**config.mk**
```make
export PLATFORM = sky130hd
export DESIGN_NAME = wb_commit_unit
export DESIGN_NICKNAME = d
export VERILOG_FILES = /design/src/rtl/wb_commit_unit.sv
export SDC_FILE = /design/constraint.sdc
export NUM_CORES = 2
export LEC_CHECK = 0
export BUFFER_PORTS_ARGS = -buffer_cell sky130_fd_sc_hd__buf_2
export CAP_MARGIN = 20
export CORE_MARGIN = 2
export CORE_UTILIZATION = 37
export CTS_CLUSTER_SIZE = 24
export DETAILED_ROUTE_END_ITERATION = 7
export SYNTH_ARGS = -nofsm -noshare
export SYNTH_HDL_FRONTEND = slang
export SYNTH_SLANG_ARGS = --single-unit
```
**constraint.sdc**
```tcl
create_clock -name clk -period 6.3 [get_ports clk]
set_clock_uncertainty 0.15 [all_clocks]
set_input_delay 0.945 -clock clk [delete_from_list [all_inputs] [get_ports clk]]
set_output_delay 0.945 -clock clk [all_outputs]
set_load 0.005 [all_outputs]
```
**src/rtl/wb_commit_unit.sv**
```systemverilog
// Write-back commit unit: GPR file, HI/LO pair, LLbit and a retire counter.
// Optional write-through forwarding to all read outputs when WB_BYPASS_EN is defined.
module wb_commit_unit #(
  parameter int CNT_W    = 32,
  parameter int NUM_REGS = 32
) (
  input  logic             clk,
  input  logic             rst,
  input  logic             flush,
  input  logic [4:0]       wb_wd,
  input  logic             wb_wreg,
  input  logic [31:0]      wb_wdata,
  input  logic [31:0]      wb_hi,
  input  logic [31:0]      wb_lo,
  input  logic             wb_whilo,
  input  logic             wb_LLbit_we,
  input  logic             wb_LLbit_value,
  input  logic             re1,
  input  logic [4:0]       raddr1,
  input  logic             re2,
  input  logic [4:0]       raddr2,
  output logic [31:0]      rdata1,
  output logic [31:0]      rdata2,
  output logic [31:0]      hi_o,
  output logic [31:0]      lo_o,
  output logic             LLbit_o,
  output logic [CNT_W-1:0] retire_cnt
);

  logic [31:0]      gpr_q [NUM_REGS];
  logic [31:0]      hi_q, hi_d;
  logic [31:0]      lo_q, lo_d;
  logic             ll_q, ll_d;
  logic [CNT_W-1:0] cnt_q, cnt_d;
  logic             gpr_we;
  logic             commit;

  assign gpr_we = wb_wreg && (wb_wd != 5'd0);
  assign commit = gpr_we || wb_whilo || wb_LLbit_we;

  always_comb begin
    hi_d  = hi_q;
    lo_d  = lo_q;
    ll_d  = ll_q;
    cnt_d = cnt_q;
    if (wb_whilo) begin
      hi_d = wb_hi;
      lo_d = wb_lo;
    end
    // flush outranks a same-cycle LL/SC write
    if (flush) begin
      ll_d = 1'b0;
    end else if (wb_LLbit_we) begin
      ll_d = wb_LLbit_value;
    end
    if (commit) begin
      cnt_d = cnt_q + CNT_W'(1);
    end
  end

  always_ff @(posedge clk) begin
    if (!rst) begin
      for (int unsigned i = 0; i < NUM_REGS; i++) begin
        gpr_q[i] <= '0;
      end
      hi_q  <= '0;
      lo_q  <= '0;
      ll_q  <= 1'b0;
      cnt_q <= '0;
    end else begin
      if (gpr_we) begin
        gpr_q[wb_wd] <= wb_wdata;
      end
      hi_q  <= hi_d;
      lo_q  <= lo_d;
      ll_q  <= ll_d;
      cnt_q <= cnt_d;
    end
  end

  function automatic logic [31:0] read_port(input logic en, input logic [4:0] addr);
    logic [31:0] val;
    val = '0;
    if (rst && en && (addr != 5'd0)) begin
`ifdef WB_BYPASS_EN
      if (wb_wreg && (addr == wb_wd)) begin
        val = wb_wdata;
      end else begin
        val = gpr_q[addr];
      end
`else
      val = gpr_q[addr];
`endif
    end
    return val;
  endfunction

  always_comb begin
    rdata1 = read_port(re1, raddr1);
    rdata2 = read_port(re2, raddr2);
  end

  always_comb begin
    hi_o    = '0;
    lo_o    = '0;
    LLbit_o = 1'b0;
    if (rst) begin
`ifdef WB_BYPASS_EN
      hi_o    = wb_whilo ? wb_hi : hi_q;
      lo_o    = wb_whilo ? wb_lo : lo_q;
      LLbit_o = flush ? 1'b0 : (wb_LLbit_we ? wb_LLbit_value : ll_q);
`else
      hi_o    = hi_q;
      lo_o    = lo_q;
      LLbit_o = ll_q;
`endif
    end
  end

  assign retire_cnt = cnt_q;

endmodule

```
==> results.md <==
- The run finished with clean final reports.
- The final layout contains routed wiring with a total length of 193100 um.
- In this run, synthesis produced a sequential element count of 1121.
- Summing the areas of all fa, ha and maj instances in the mapped netlist gives 0.02196% of the synthesized area.
- Yosys instantiated no cell more often than sky130_fd_sc_hd__and2_1.
- Buffers inserted to repair hold after CTS numbered 0.
- Row generation in the floorplan step produced around 140 rows.
- The global-route usage over all layers is 24.52%.
- Summing the areas of all compound-gate instances in the mapped netlist gives 3.805% of the synthesized area.
- The count of placed standard cells in the final layout, fillers left out is 6138.
- The number of cells on the worst reg-to-reg path is 5.
- The post-cts gate resize count is 0.
- The number of nets in the layout is 4099.
- The initial antenna violation count was 22.
- The finished cells cover 65980 sq um.
- Sorting the synthesized cells by how often they occur yields sky130_fd_sc_hd__and2_1, sky130_fd_sc_hd__edfxtp_1, sky130_fd_sc_hd__mux4_2, sky130_fd_sc_hd__clkbuf_1, sky130_fd_sc_hd__a22oi_1.
- The kind of launch point of the worst setup path is an input port.
- The power density of the placed cells is 274.3 nW/um^2.
- The first detailed-routing pass ran for 5 iterations.
- Summing all placed instances gives a cell area of 61700 sq um.
- The worst hold path terminates at ll_q.
- The detail-routed net length per standard cell is 31.46 um.
- The end-of-flow core utilization is around 43%.
- The reg2reg setup slack is 4.08 ns.
- Setup repair after global routing left no endpoint under its margin.
- Summed over all layers, the global routing overflow is 0.
- The global routing stage identified its most utilized layer as met2.
- Registers are responsible for between 40% and 50% of the overall power.
- The internal power component is about 14000 uW.
- The final hold violation count is 0.
- Compared with the post-synthesis result, the final layout area differs by 15.78%.
- The boundary pin count is roughly 280.
- After routing, the total negative slack on setup checks comes to 0 ns.
- The post-synthesis instance total is roughly 3800.
- The count of nets left with antenna violations once routing finished came out at 0.
- The number of sinks handled by clock tree synthesis is 1121.
- The floorplan core area is between 150000 and 200000 sq um.
- Across the run, the number of max-cap violations was 0.
- The pre-CTS setup slack is between 1 and 1.5 ns.
- The number of setup buffers added after CTS is 0.
- The final weighted congestion of routability-driven global placement is 0.8487.
- The total of fill cells in the finished design is roughly 14000.
- The CTS clock-pin slew for the worst setup and hold paths is 0.05 ns.
- Setup violations remaining at the end of the flow were counted as 0.
- The net switching share of the total power is 24.29%.
- Including well taps, the total number of placed cells is 5887.
- The portion of synthesized cell area occupied by the leading cell type is between 50% and 60%.
- The proportion of synthesized area in mux cells is 21.47%.
- Global routing used 32.08% of the available met1 tracks.
- In this run the critical register-to-register path is launched from retire_cnt[2].
- The post-synthesis average cell area is 15.07 sq um.
- The maximum clock frequency is 203.8 MHz.
- The number of global-route vias before repair is 36770.
- The data required time of the worst path is 5.20 ns.
- Clock latency on the worst-skew pair, taken at its later pin, is between 0.7 and 0.8 ns.
- The TritonCTS clock tree is yes.
- The basic-gate share of the synthesized area counting and, or, nand and nor cells is 14.20%.
- By area the synthesized netlist is led by sky130_fd_sc_hd__edfxtp_1, sky130_fd_sc_hd__mux4_2, sky130_fd_sc_hd__and2_1.
- Along the worst path, the maximum fanout reaches 22.
- After detailed routing, the number of remaining DRC violations is 0.
- The netlist area before placement is 56980 sq um.
- The sequential area share after synthesis is a little under three fifths.
- Measured along the y axis, the die boundary spans roughly 400 um.
- The peak supply drop is 0.0002546 V.
- By area, the combinational part of the netlist is dominated by multiplexers.
- Of all flip-flops after synthesis, the portion carrying an async set or reset was 0%.
- In this run the clock root is driven by a sky130_fd_sc_hd__clkbuf_16.
- The startpoint of the most critical hold path is flush.
- Global routing used 39.70% of the available met2 tracks.
- The worst slew slack as a fraction of its limit is roughly a fifth.
- The die area is approximately 160000 sq um.
- Counting I/O delays and the setup requirement, the final critical path takes 4.908 ns.
- The initial core utilization is around 37%.
- The relative contribution of the clock network to total power is 42.2%.
- The number of clock buffers inserted by TritonCTS is 132.
- The critical path start-end classification is input port to output port.
- The number of enable flip-flop cells after synthesis is 1024.
- The post-synthesis cell type with the largest combined area is sky130_fd_sc_hd__edfxtp_1.
- The worst flop-to-flop path endpoint is retire_cnt[29].
- The warning count from the yosys run is 0.
- The leakage power figure is about 0.023 uW.
- The first-pass GRT wire length is 274500 um.
- The clock passes through at most 3 buffers.
- The number of buffer cells added on primary ports is 280.
- Entering global routing, the biggest net connects between 70 and 80 pins.
- For the worst setup path, the data arrival time is 3.81 ns.
- Of the total synthesized cell area, the portion taken by XOR and XNOR cells is 0.3689%.
- The final max-slew violation count is 0.
- Of the total power, combinational logic draws under 10%.
- The DRC violation total after the first TritonRoute iteration is 4242.
- Setup slack closes at 1.392 ns.
- For this run, the leading register cell type out of synthesis is sky130_fd_sc_hd__edfxtp_1.
- The met3 track demand over resource is 5.404%.
- The number of different library cells used by synthesis comes to 40.
- The H-tree was split into 4 levels.
- In the final layout, the share of cells above drive strength 1 is 29.74%.
- Detailed placement finished with a half-perimeter wire length of about 120000 um.
- The slew of the pin with the lowest slew margin is about 1.2 ns.
- The total via count in the routed design is 36270.
- The net switching power figure is 4397 uW.
- The mean number of vias per cell is 5.909.
- After layout, the worst path uses 77.90% of the clock period.
- Along the worst hold path, the cell count comes to 2.
- The tightest min-delay check is of the input port to register type.
- The sort of element at the end of the critical path is an output port.
- The floorplan step set the die width to slightly below 400 um.
==> layout by cell type, fill, tap and decap left out, types with 75 or more instances in the layout <==
master	instances
sky130_fd_sc_hd__buf_2	274
sky130_fd_sc_hd__nand4_1	75
sky130_fd_sc_hd__buf_4	113
sky130_fd_sc_hd__dfxtp_1	97
sky130_fd_sc_hd__nor2_1	97
sky130_fd_sc_hd__a22oi_1	252
sky130_fd_sc_hd__edfxtp_1	1024
sky130_fd_sc_hd__and2_1	1058
sky130_fd_sc_hd__mux4_2	512
sky130_fd_sc_hd__clkbuf_16	135
==> flip-flops by register name, indices dropped and copies added (netlist names) <==
name        flops
hi_q           32
gpr_q        1024
lo_q           32
ll_q            1
retire_cnt     32
==> stage by stage <==
step	hold WS [ns]	total power (uW)
3_5_place_dp	0.3255	10600
6_report	0.1903	18100
5_1_grt	0.1653	18570
3_3_place_gp	0.3130	10570
2_1_floorplan	0.3015	9868
4_1_cts	0.1351	18180
==> worst max-delay path by stage <==
stage | startpoint | endpoint | slack, ns | cells after the start
after floorplan | wb_wd[2] | gpr_q[12][0] | 1.82 | 5
after global placement | rst | rdata2[10] | 1.51 | 8
after detailed placement | rst | rdata2[10] | 1.44 | 8
after CTS | rst | rdata2[10] | 1.42 | 8
after global routing | rst | rdata2[10] | 1.35 | 8
final | rst | rdata2[10] | 1.39 | 8
==> critical path, stage by stage <==
cell,delay (ns)
sky130_fd_sc_hd__buf_4,0.46
sky130_fd_sc_hd__nand2b_1,0.32
sky130_fd_sc_hd__or2_2,0.38
sky130_fd_sc_hd__nor2_4,0.83
sky130_fd_sc_hd__buf_4,0.34
sky130_fd_sc_hd__a22oi_1,0.10
sky130_fd_sc_hd__nand4_1,0.16
sky130_fd_sc_hd__buf_2,0.15
==> cell type report <==
type	count	area, sq um	share of cell area, %
tap	2044	2557	3.876
clock inverter	76	704.4	1.068
clock buffer	166	3525	5.342
antenna	8	20.02	0.03034
inverter	3	16.27	0.02465
sequential	1121	32690	49.55
multi-input combinational	2297	23530	35.66
timing repair buffer	423	2935	4.449
==> power by group through the flow <==
stage                     clock network (uW)  registers, uW  logic (uW)
final                                   7650           8700        1750
after global routing                    8000           8750        1820
after CTS                               7730           8700        1750
after detailed placement                   0           8850        1750
after global placement                     0           8830        1750
after floorplan                            0           8800        1070
==> cell families (layout without fill, tap and decap cells) <==
group | after synthesis | after routing
AOI/OAI and AO/OA | 302 | 302
xor gates and xnor gates | 24 | 24
adders and majority gates | 1 | 1
buffers and inverters | 395 | 668
DFF | 1121 | 1121
muxes | 582 | 582
other | 1 | 40
and+or+nand+nor | 1356 | 1356
==> layer usage <==
metal	routed length, um	up-vias	share of wire, %
li1	-	14940	-
met1	73510	18900	38
met2	92780	2022	48
met3	18900	393	9.8
met4	7830	10	4.1
met5	66	-	0.034
No activity file was read; power rests on OpenSTA's default activity.
